==> src/rtl/seg7_pkg.sv <==
// Shared segment patterns for the scanned 7-segment display.
// All patterns are active-low, ordered {g,f,e,d,c,b,a}.
package seg7_pkg;

  localparam logic [6:0] SEG_0     = 7'b1000000;
  localparam logic [6:0] SEG_1     = 7'b1111001;
  localparam logic [6:0] SEG_2     = 7'b0100100;
  localparam logic [6:0] SEG_3     = 7'b0110000;
  localparam logic [6:0] SEG_4     = 7'b0011001;
  localparam logic [6:0] SEG_5     = 7'b0010010;
  localparam logic [6:0] SEG_6     = 7'b0000010;
  localparam logic [6:0] SEG_7     = 7'b1111000;
  localparam logic [6:0] SEG_8     = 7'b0000000;
  localparam logic [6:0] SEG_9     = 7'b0010000;
  localparam logic [6:0] SEG_DASH  = 7'b0111111;
  localparam logic [6:0] SEG_BLANK = 7'b1111111;

endpackage

==> src/rtl/seg7_scan_display_bcd_to_seg7.sv <==
// Combinational BCD to active-low 7-segment decoder.
// Codes 10..15 are not BCD and show a dash.
module bcd_to_seg7
  import seg7_pkg::*;
(
  input  logic [3:0] bcd,
  output logic [6:0] seg
);

  always_comb begin
    // NOTE: give every always_comb output a value before any branch so no latch is inferred.
    seg = SEG_DASH;
    case (bcd)
      4'd0:    seg = SEG_0;
      4'd1:    seg = SEG_1;
      4'd2:    seg = SEG_2;
      4'd3:    seg = SEG_3;
      4'd4:    seg = SEG_4;
      4'd5:    seg = SEG_5;
      4'd6:    seg = SEG_6;
      4'd7:    seg = SEG_7;
      4'd8:    seg = SEG_8;
      4'd9:    seg = SEG_9;
      default: seg = SEG_DASH;
    endcase
  end

endmodule

==> src/rtl/seg7_scan_display.sv <==
// Time-multiplexes DIGITS packed BCD digits onto one common-anode 7-segment bank.
// It latches the digit data at frame boundaries so the display does not tear, and it can blank leading zeros.
module seg7_scan_display
  import seg7_pkg::*;
#(
  parameter int DIGITS   = 4,
  parameter int SCAN_DIV = 4
) (
  input  logic                  clk,
  input  logic                  r_n,
  input  logic                  en,
  input  logic                  blank_lz,
  input  logic [4*DIGITS-1:0]   data,
  output logic [DIGITS-1:0]     an,
  output logic [6:0]            seg,
  output logic                  frame_done
);

  localparam int PRE_W = (SCAN_DIV > 1) ? $clog2(SCAN_DIV) : 1;
  localparam int IDX_W = (DIGITS > 1) ? $clog2(DIGITS) : 1;
  localparam logic [PRE_W-1:0] PRE_LAST = PRE_W'(SCAN_DIV - 1);
  localparam logic [IDX_W-1:0] IDX_LAST = IDX_W'(DIGITS - 1);

  logic [PRE_W-1:0]    pre_q, pre_d;
  logic [IDX_W-1:0]    idx_q, idx_d;
  logic [4*DIGITS-1:0] snap_q, snap_d;
  logic [DIGITS-1:0]   an_q, an_d;
  logic [6:0]          seg_q, seg_d;

  logic                tick;
  logic                frame_end;
  logic [DIGITS-1:0]   upper_zero;
  logic [3:0]          cur_digit;
  logic                lz_blank;
  logic [6:0]          cur_seg;

  assign tick       = en && (pre_q == PRE_LAST);
  assign frame_end  = tick && (idx_q == IDX_LAST);
  assign frame_done = frame_end;

  // upper_zero[i]: snapshot digits i..DIGITS-1 are all zero (invalid codes count as nonzero)
  always_comb begin
    upper_zero             = '0;
    upper_zero[DIGITS-1]   = (snap_q[4*(DIGITS-1) +: 4] == 4'd0);
    for (int i = DIGITS - 2; i >= 0; i--) begin
      upper_zero[i] = upper_zero[i+1] && (snap_q[4*i +: 4] == 4'd0);
    end
  end

  always_comb begin
    cur_digit = 4'd0;
    lz_blank  = 1'b0;
    for (int i = 0; i < DIGITS; i++) begin
      if (idx_q == IDX_W'(i)) begin
        cur_digit = snap_q[4*i +: 4];
        lz_blank  = blank_lz && (i != 0) && upper_zero[i];
      end
    end
  end

  bcd_to_seg7 u_dec (
    .bcd (cur_digit),
    .seg (cur_seg)
  );

  always_comb begin
    pre_d  = pre_q;
    idx_d  = idx_q;
    snap_d = snap_q;
    if (en) begin
      pre_d = tick ? '0 : pre_q + PRE_W'(1);
    end
    if (tick) begin
      idx_d = (idx_q == IDX_LAST) ? '0 : idx_q + IDX_W'(1);
    end
    if (frame_end) begin
      snap_d = data;
    end
  end

  // A blanked slot still uses its full SCAN_DIV cycles; only the outputs go dark.
  always_comb begin
    an_d  = '1;
    seg_d = SEG_BLANK;
    if (en && !lz_blank) begin
      an_d  = ~(DIGITS'(1) << idx_q);
      seg_d = cur_seg;
    end
  end

  always_ff @(posedge clk or negedge r_n) begin
    if (!r_n) begin
      pre_q  <= '0;
      idx_q  <= '0;
      // NOTE: the snapshot is reset as well, so the first frame shows a defined 0 rather than X.
      snap_q <= '0;
      an_q   <= '1;
      seg_q  <= SEG_BLANK;
    end else begin
      // NOTE: use non-blocking assignments here so every flop samples values from before the edge.
      pre_q  <= pre_d;
      idx_q  <= idx_d;
      snap_q <= snap_d;
      an_q   <= an_d;
      seg_q  <= seg_d;
    end
  end

  assign an  = an_q;
  assign seg = seg_q;

endmodule

==> config.mk <==
export PLATFORM = sky130hd
export DESIGN_NAME = seg7_scan_display
export DESIGN_NICKNAME = d
export VERILOG_FILES = /design/src/rtl/seg7_pkg.sv /design/src/rtl/seg7_scan_display_bcd_to_seg7.sv /design/src/rtl/seg7_scan_display.sv
export SDC_FILE = /design/constraint.sdc
export NUM_CORES = 1
export LEC_CHECK = 0
export CAP_MARGIN = 15
export CORE_ASPECT_RATIO = 0.8
export CORE_UTILIZATION = 47
export CTS_CLUSTER_DIAMETER = 100
export DETAILED_ROUTE_END_ITERATION = 10
export PLACE_DENSITY = 0.83
export SLEW_MARGIN = 20
export SYNTH_ARGS = -nofsm -noshare
export SYNTH_HDL_FRONTEND = slang
export SYNTH_SLANG_ARGS = --single-unit
==> constraint.sdc <==
create_clock -name clk -period 2.6 [get_ports clk]
set_input_delay 0.52 -clock clk [delete_from_list [all_inputs] [get_ports clk]]
set_output_delay 0.52 -clock clk [all_outputs]
set_load 0.05 [all_outputs]
# ---- Word level (Yosys, flattened, before mapping)
# Memory sizes are Yosys's and may differ from the RTL's.
# Index checks and enable logic that the tools add are counted.
# Widths: inputs -> output; s select.
dict set report word_totals {
  ff_bits 31
  rom_bits 112
  output_inout_bits 12
  memories 1
}
dict set report classes {
  add_sub_neg 2
  eq_ne 4
  n_shift 1
  n_mux 11
  bitwise 1
  reduce_logical 13
}
# name depth word_bits rd rd_clocked_by_memory_dff wr line
set memory_table {}
lappend memory_table {{(name not given)} 16 7 1 0 0 seg7_scan_display_bcd_to_seg7.sv:13} ;# case (bcd)
# cell n
set ops {}
lappend ops {{$mux 4} 5}
lappend ops {{$logic_not 4->1} 3}
lappend ops {{$logic_and 1x1->1} 8}
lappend ops {{$mux 7} 1}
lappend ops {{$eq 2x2->1 const B} 3}
lappend ops {{$add 2x1->2 const B} 2}
lappend ops {{$mux 2} 2}
lappend ops {{$not 4->4} 1}
lappend ops {{$shl 1x2->4 const A} 1}
lappend ops {{$mux 1} 3}
lappend ops {{$eq 2x1->1 const B} 1}
lappend ops {{$logic_not 2->1} 1}
lappend ops {{$logic_not 1->1} 1}

# ---- Depth between registers and ports, before layout
# Gate-level depths: netlist of run 1.
dict set report logic_depth {
  depth_word 10
  ltp_mapped 10
}

# ---- By module
# Synthesis of run 1 repeated with hierarchy kept, for this count alone.
dict set report hier_totals {
  hier_cells 141
  hier_area_um2 1657.8
}
# mod n_inst cells_per_inst area_per_inst_um2
set by_module_without_submodules {}
lappend by_module_without_submodules {seg7_scan_display 1 108 1452.6}
lappend by_module_without_submodules {bcd_to_seg7 1 33 205.2}

# ---- Worst setup path after synthesis of run 1
# OpenSTA, ideal clock, no wires.
dict set report synth_path {
  kind {register -> register}
  start {register idx_q[0]}
  end {register seg_q[5] (netlist: seg[5])}
  setup_time_ns 0.077
  arrival_ns 2.030
  required_ns 2.523
  path_slack_ns 0.493
  stages_incl_launch_ff 9
  period_less_slack_ns 2.107
  cell_sequence {dfrtp_1 ha_1 buf_6 nand3b_1 a221oi_4 inv_1 ha_1 or2_2 a31oi_1}
}
dict set report synth_between {
  elab_chain_len 7
}
# item line
set synth_lines {}
lappend synth_lines {{start: declaration} seg7_scan_display.sv:25} ;# logic [IDX_W-1:0] idx_q, idx_d;
lappend synth_lines {{start signal: assignment} seg7_scan_display.sv:102} ;# idx_q <= idx_d;
lappend synth_lines {{$logic_not 2->1 or $eq 2x1->1 (tied branches)} seg7_scan_display.sv:54} ;# if (idx_q == IDX_W'(i)) begin
lappend synth_lines {{$mux 4 or $mux 1 (tied branches) (3 in series)} seg7_scan_display.sv:54}
lappend synth_lines {{$mux 4 or $logic_not 1->1 (tied branches)} {seg7_scan_display.sv:54, seg7_scan_display.sv:85}}
lappend synth_lines {{$mem_v2 16x7 or $logic_and 1x1->1 (tied branches)} --}
lappend synth_lines {{$mux 7 *} seg7_scan_display.sv:85} ;# if (en && !lz_blank) begin
lappend synth_lines {{named net seg_d[5]} seg7_scan_display.sv:28} ;# logic [6:0] seg_q, seg_d;
lappend synth_lines {{end signal: assignment} seg7_scan_display.sv:105} ;# seg_q <= seg_d;
lappend synth_lines {{end: declaration} seg7_scan_display.sv:28}
# Mark *: on every way through the listed nets, which the timed path passes. The rest lies on a longest branch.
# A chain may end at the register's enable or synchronous reset.

# ---- Worst setup path after layout of run 1
dict set report layout_path {
  start {register idx_q[1]}
  end {register seg_q[5] (netlist: seg[5])}
}
# The elaborated chain is that of the path after synthesis.

==> results of run 1 <==
registers in the layout, summed over array words and instances (netlist names):
signal / cells
pre_q: 2
snap_q: 16
an: 4
seg: 7
idx_q: 2
layout by cell type, fill, tap and decap left out, types with 4 or more instances in the layout:
cell type and count:
clkdlybuf4s50_1 30, dfrtp_1 20, mux2_2 17, ha_1 11, dfstp_2 11, inv_1 8, nand2_1 7, buf_4 7
nor3b_1 5, clkbuf_8 5, nor3_1 4, nor2_1 4
final cells by class:
type | instances | area [µm²]
flip-flops and latches | 31 | 790
fillers | 267 | 1290
clock buffers | 8 | 80.1
repair buffers | 38 | 373
multi-input cells | 88 | 812
inverters | 8 | 30.0
well taps | 42 | 52.6
worst max-delay path by stage:
stage	start	endpoint	slack (ps)	depth (start not counted)
floorplan	idx_q[0]$_DFFE_PN0P_	seg[5]$_DFF_PN1_	490	8
global placement	idx_q[0]$_DFFE_PN0P_	seg[5]$_DFF_PN1_	420	7
detailed placement	idx_q[1]$_DFFE_PN0P_	seg[1]$_DFF_PN1_	250	8
CTS	idx_q[1]$_DFFE_PN0P_	seg[1]$_DFF_PN1_	230	8
global route	idx_q[1]$_DFFE_PN0P_	seg[3]$_DFF_PN1_	5	9
finish	idx_q[1]$_DFFE_PN0P_	seg[5]$_DFF_PN1_	200	8
cells by family after synthesis:
group	Yosys count
and+or+nand+nor	35
DFF	31
AOI/OAI and AO/OA	23
muxes	19
buffers and inverters	15
adders and majority gates	11
power by group through the flow:
stage | clock network (W) | logic, W | registers, W
finish | 0.000346 | 0.00175 | 0.000882
global route | 0.000379 | 0.00190 | 0.000907
CTS | 0.000353 | 0.00174 | 0.000882
detailed placement | 0 | 0.00173 | 0.000890
global placement | 0 | 0.00163 | 0.000872
floorplan | 0 | 0.00109 | 0.00108
metal layers:
metal,up-vias,share of wire [%],global-route usage (%)
li1,559,-,-
met5,-,0,0
met2,58,46,29.4
met3,15,7.1,8.26
met4,0,4.4,12.0
met1,567,42,25.5
worst reg2reg max path: stages, from the launching register on:
cell and delay [ps]:
dfrtp_1 400, inv_1 90, ha_1 350, a211oi_1 180
a221oi_4 460, inv_1 180, ha_1 250, or2_2 290
a31oi_1 130
per-stage QoR:
stage,instances,area [µm²]
global placement,207,2060
CTS,215,2140
detailed placement,207,2060
global route,215,2140
floorplan,134,1680
finish,215,2140
==> reports/results.ini, run 1 <==
[finish]
nNetsFinal=203
postLayoutCoreUtil_pct=62.4
drive_gt1_share_pct=31.8
diodes=0
area_growth_pct=27.0

[floorplan]
dieArea_um2=3830
chipHeight_um=55.5
initial_core_util_pct=49.2
die_w_um=68.9
fp-row-count=19
core_area_um2=3420
io_pins=32

[timing]
clock_skew_ps=7.07
grt_setup_unrepaired=false
worst_pin_slew_ps=557
maxSlewViolCount=0
setup-violations-final=0
min_period_ps=2400
timing.fmax_ghz=0.417
hold_violations=0
finalSetupTns_ps=0
max_slew_margin_pct=62.7
whs_ps=529
layout_setup_ws_ps=203
period_share_pct=92.2

[global_route]
grt_pass1_vias=1228
grt_overflow=0
grt_first_pass_wirelength_mm=5.62
antenna_found_initial=0
grt.total_usage_pct=20.5
grt_start_max_net_pins=19

[clocking]
clk_path_buf_depth=2
hold_buffers=0
root_buffer=clkbuf_8
clk_latency_ps=280
cts_resized=0
post_cts_buffers=0
numCtsBuffers=5
cts.clk_slew.worst_paths_ps=60
htree_levels=2
cts_tree=done
cts_sinks=31

[job]
drv_cap=0

[power]
combPwrFrac_pct=58.7
power_per_cell_area_nw_per_um2=1390
p_leak_nw=0.928
p_sw_share_pct=43.7
power.switching_w=0.00130
power_w=0.00298
ir_drop_uv=524
p_clk_share_pct=11.6
internal_power_w=0.00168
seqPwrFrac_pct=29.6

[synthesis]
synth_compound_area_share_pct=13.7
async_flop_share_pct=100
yosysUniqueCellTypes=41
yosysMostFrequentCell=dfrtp_1
ys.flop_type=dfrtp_1
synth_common_cells=dfrtp_1, mux2_2, dfstp_2, ha_1, inv_1
syn_area_per_cell_um2=12.6
synth_edf_count=0
synth_cells=134
synth_area_leader_cell=dfrtp_1
yosys.area_share.xor_xnor_pct=0
syn-cell-area_um2=1680
synth.mux.area_fraction_pct=12.7
yosysWarnings=0
ys_ff_latch=31
yosys-top-cells-area=dfrtp_1, dfstp_2, mux2_2, ha_1, a221oi_2
yosys.area_share.simple_pct=13.7
synth_top_family_by_area=simple AND/OR/NAND/NOR gates
syn_nets=165
ys_seq_area_share_pct=46.9
synth_fa_ha_area_share_pct=8.18
yosysTopAreaCellShare_pct=29.7

[setup_path]
crit_type=flop to flop
crit_family=compound AO/OA/AOI/OAI gates
cp_max_fo=10
endpoint_kind=flop
required_ps=2800
path_buf_inv=2
rr_startpoint=idx_q[1]$_DFFE_PN0P_
crit_path_start_kind=flop
reg2reg_depth=8
slowest_delay_ps=460
crit_chain=inv_1 > ha_1 > a211oi_1 > a221oi_4 > inv_1 > ha_1 > or2_2 > a31oi_1
r2r_end=seg[5]$_DFF_PN1_
critPathArrivalTime_ps=2600
crit_slowest_cell=a221oi_4
regToRegSetupSlack_ps=200

[routing]
avgViaCountPerCell=5.58
first_pass_iters=5
drcViolationCount=0
drt_iter0_drc=95
dr_total_vias=1199
routed_wl_mm=3.34
drtAntennaViolNets=0
post_drt_wl_per_cell_um=15.6

[hold_path]
min_to=pre_q[1]$_DFFE_PN0P_
whs_path_depth=1
min_from=pre_q[1]$_DFFE_PN0P_
hp-class=flop to flop

[placed_design]
portBuffers=31
gp_congestion=0.914
hpwl_mm=2.68
dp_slack_ps=251

[run_status]
status=finished, final reports clean

Note: power is estimated with default switching activity, not from simulation.
==> run 2: changes to the inputs <==
Settings changed: REMOVE_ABC_BUFFERS set to 1.
==> reports/results.ini, run 2 (same netlist as run 1, synthesis figures left out) <==
[global_route]
grt_pass1_vias=1176  ; -4.2%
grt_first_pass_wirelength_mm=5.38  ; -4.3%
grt_start_max_net_pins=32  ; +13
antenna_found_initial=0  ; unchanged
grt_overflow=0  ; unchanged
grt.total_usage_pct=19.6  ; -0.85 points

[finish]
drive_gt1_share_pct=32.9  ; +1.2 points
layout_common_cells=clkdlybuf4s50_1, dfrtp_1, mux2_2, ha_1, dfstp_2
nNetsFinal=203  ; unchanged
design_area_um2=2160  ; +0.94%
largest_reg_flops=16  ; unchanged
diodes=0  ; unchanged
postLayoutCoreUtil_pct=63.0  ; +0.58 points
area_growth_pct=28.2
layout_commonest_cell=clkdlybuf4s50_1
regMostFlops=snap_q

[timing]
finalSetupTns_ps=0  ; unchanged
period_share_pct=94.0  ; +1.8 points
hold_violations=0  ; unchanged
grt_setup_unrepaired=false
max_slew_margin_pct=63.6  ; +0.91 points
maxSlewViolCount=0  ; unchanged
timing.fmax_ghz=0.409  ; -1.9%
setup-violations-final=0  ; unchanged
clock_skew_ps=4.31  ; -2.76 ps
worst_pin_slew_ps=544  ; -13.0 ps
min_period_ps=2440  ; +47.4 ps

[power]
power_per_cell_area_nw_per_um2=1400  ; +0.22%
p_leak_nw=0.940  ; +1.3%
ir_drop_uv=517  ; -1.4%

[clocking]
cts_tree=done
cts_resized=0  ; unchanged
numCtsBuffers=5  ; unchanged
cts.clk_slew.worst_paths_ps=60  ; about the same
post_cts_buffers=0  ; unchanged
root_buffer=clkbuf_8
hold_buffers=0  ; unchanged
htree_levels=2  ; unchanged
clk_path_buf_depth=2  ; unchanged
clk_latency_ps=290  ; about the same
cts_sinks=31  ; unchanged

[hold_path]
hp-class=flop to flop

[routing]
drcViolationCount=0  ; unchanged
dr_total_vias=1166  ; -2.8%
avgViaCountPerCell=5.42  ; -2.8%
post_drt_wl_per_cell_um=15.0  ; -3.4%
drtAntennaViolNets=0  ; unchanged
first_pass_iters=4  ; -1
drt_iter0_drc=33  ; -65%
routed_wl_mm=3.23  ; -3.4%

[setup_path]
required_ps=2800  ; about the same
slowest_delay_ps=460  ; about the same
crit_slowest_cell=a221oi_4
crit_chain=ha_1 > buf_4 > a221oi_4 > inv_1 > ha_1 > or2_2 > a31oi_1
endpoint_kind=flop
cp_max_fo=10  ; unchanged
cpMostUsedCell=ha_1
crit_type=flop to flop
crit_path_start_kind=flop
critPathArrivalTime_ps=2640  ; +40 ps

[floorplan]
initial_core_util_pct=49.2  ; unchanged
die_w_um=68.9  ; unchanged
dieArea_um2=3830  ; unchanged
io_pins=32  ; unchanged
chipHeight_um=55.5  ; unchanged
core_area_um2=3420  ; unchanged
fp-row-count=19  ; unchanged

[placed_design]
placed_area_um2=2060  ; unchanged
portBuffers=31  ; unchanged
gp_congestion=0.879  ; -3.8%
hpwl_mm=2.48  ; -7.3%

[job]
drv_cap=0  ; unchanged

[run_status]
status=finished, final reports clean

-- run 2: layout make-up --
type,count,area (µm²)
Inverter,8,30.0
Timing Repair Buffer,38,373
Clock buffer,8,100
Tap cell,42,52.6
Fill cell,277,1270
Sequential cell,31,790
Multi-Input combinational cell,88,812
-- run 2: per-layer routing --
metal	vias up	part of all wire, %	GRT usage, %
met5	-	0	0
met4	0	2.0	12.2
met3	7	5.5	5.79
met2	30	47	28.0
met1	569	45	25.6
li1	560	-	-
-- run 2: where the power goes --
part           switching (W)  leakage, nW  internal [W]
registers           0.000137        0.373      0.000739
clock network       0.000169       0.0515      0.000241
logic               0.000979        0.516      0.000748
total                0.00128        0.940       0.00173
-- run 2: per-stage QoR --
stage | hold slack [ps] | cells | total power, W | setup slack (ps)
floorplan | 224 | 127 | 0.00212 | 300
global placement | 494 | 207 | 0.00250 | 377
detailed placement | 518 | 207 | 0.00259 | 240
CTS | 531 | 215 | 0.00302 | 195
global route | 548 | 215 | 0.00321 | 71.5
finish | 528 | 215 | 0.00301 | 156
-- run 2: final timing paths --
kind	startpoint	end	slack (ps)	cells past startpoint
hold reg to reg	pre_q[1]$_DFFE_PN0P_	pre_q[1]$_DFFE_PN0P_	530	1
min in group asynchronous	r_n	snap_q[0]$_DFFE_PN0P_	640	2
setup / recovery	idx_q[0]$_DFFE_PN0P_	seg[5]$_DFF_PN1_	160	7
setup reg to reg	idx_q[0]$_DFFE_PN0P_	seg[5]$_DFF_PN1_	160	7
hold / removal	pre_q[1]$_DFFE_PN0P_	pre_q[1]$_DFFE_PN0P_	530	1
max in group asynchronous	r_n	seg[0]$_DFF_PN1_	1640	2
-- run 2: worst max-delay path: cells and delay by family (launching register included) --
| family | cells | cell delay [ps] |
|---|---|---|
| buf+inv | 2 | 410 |
| compound gates | 2 | 640 |
| fa+ha+maj | 2 | 600 |
| simple gates | 1 | 290 |
| flops | 1 | 420 |
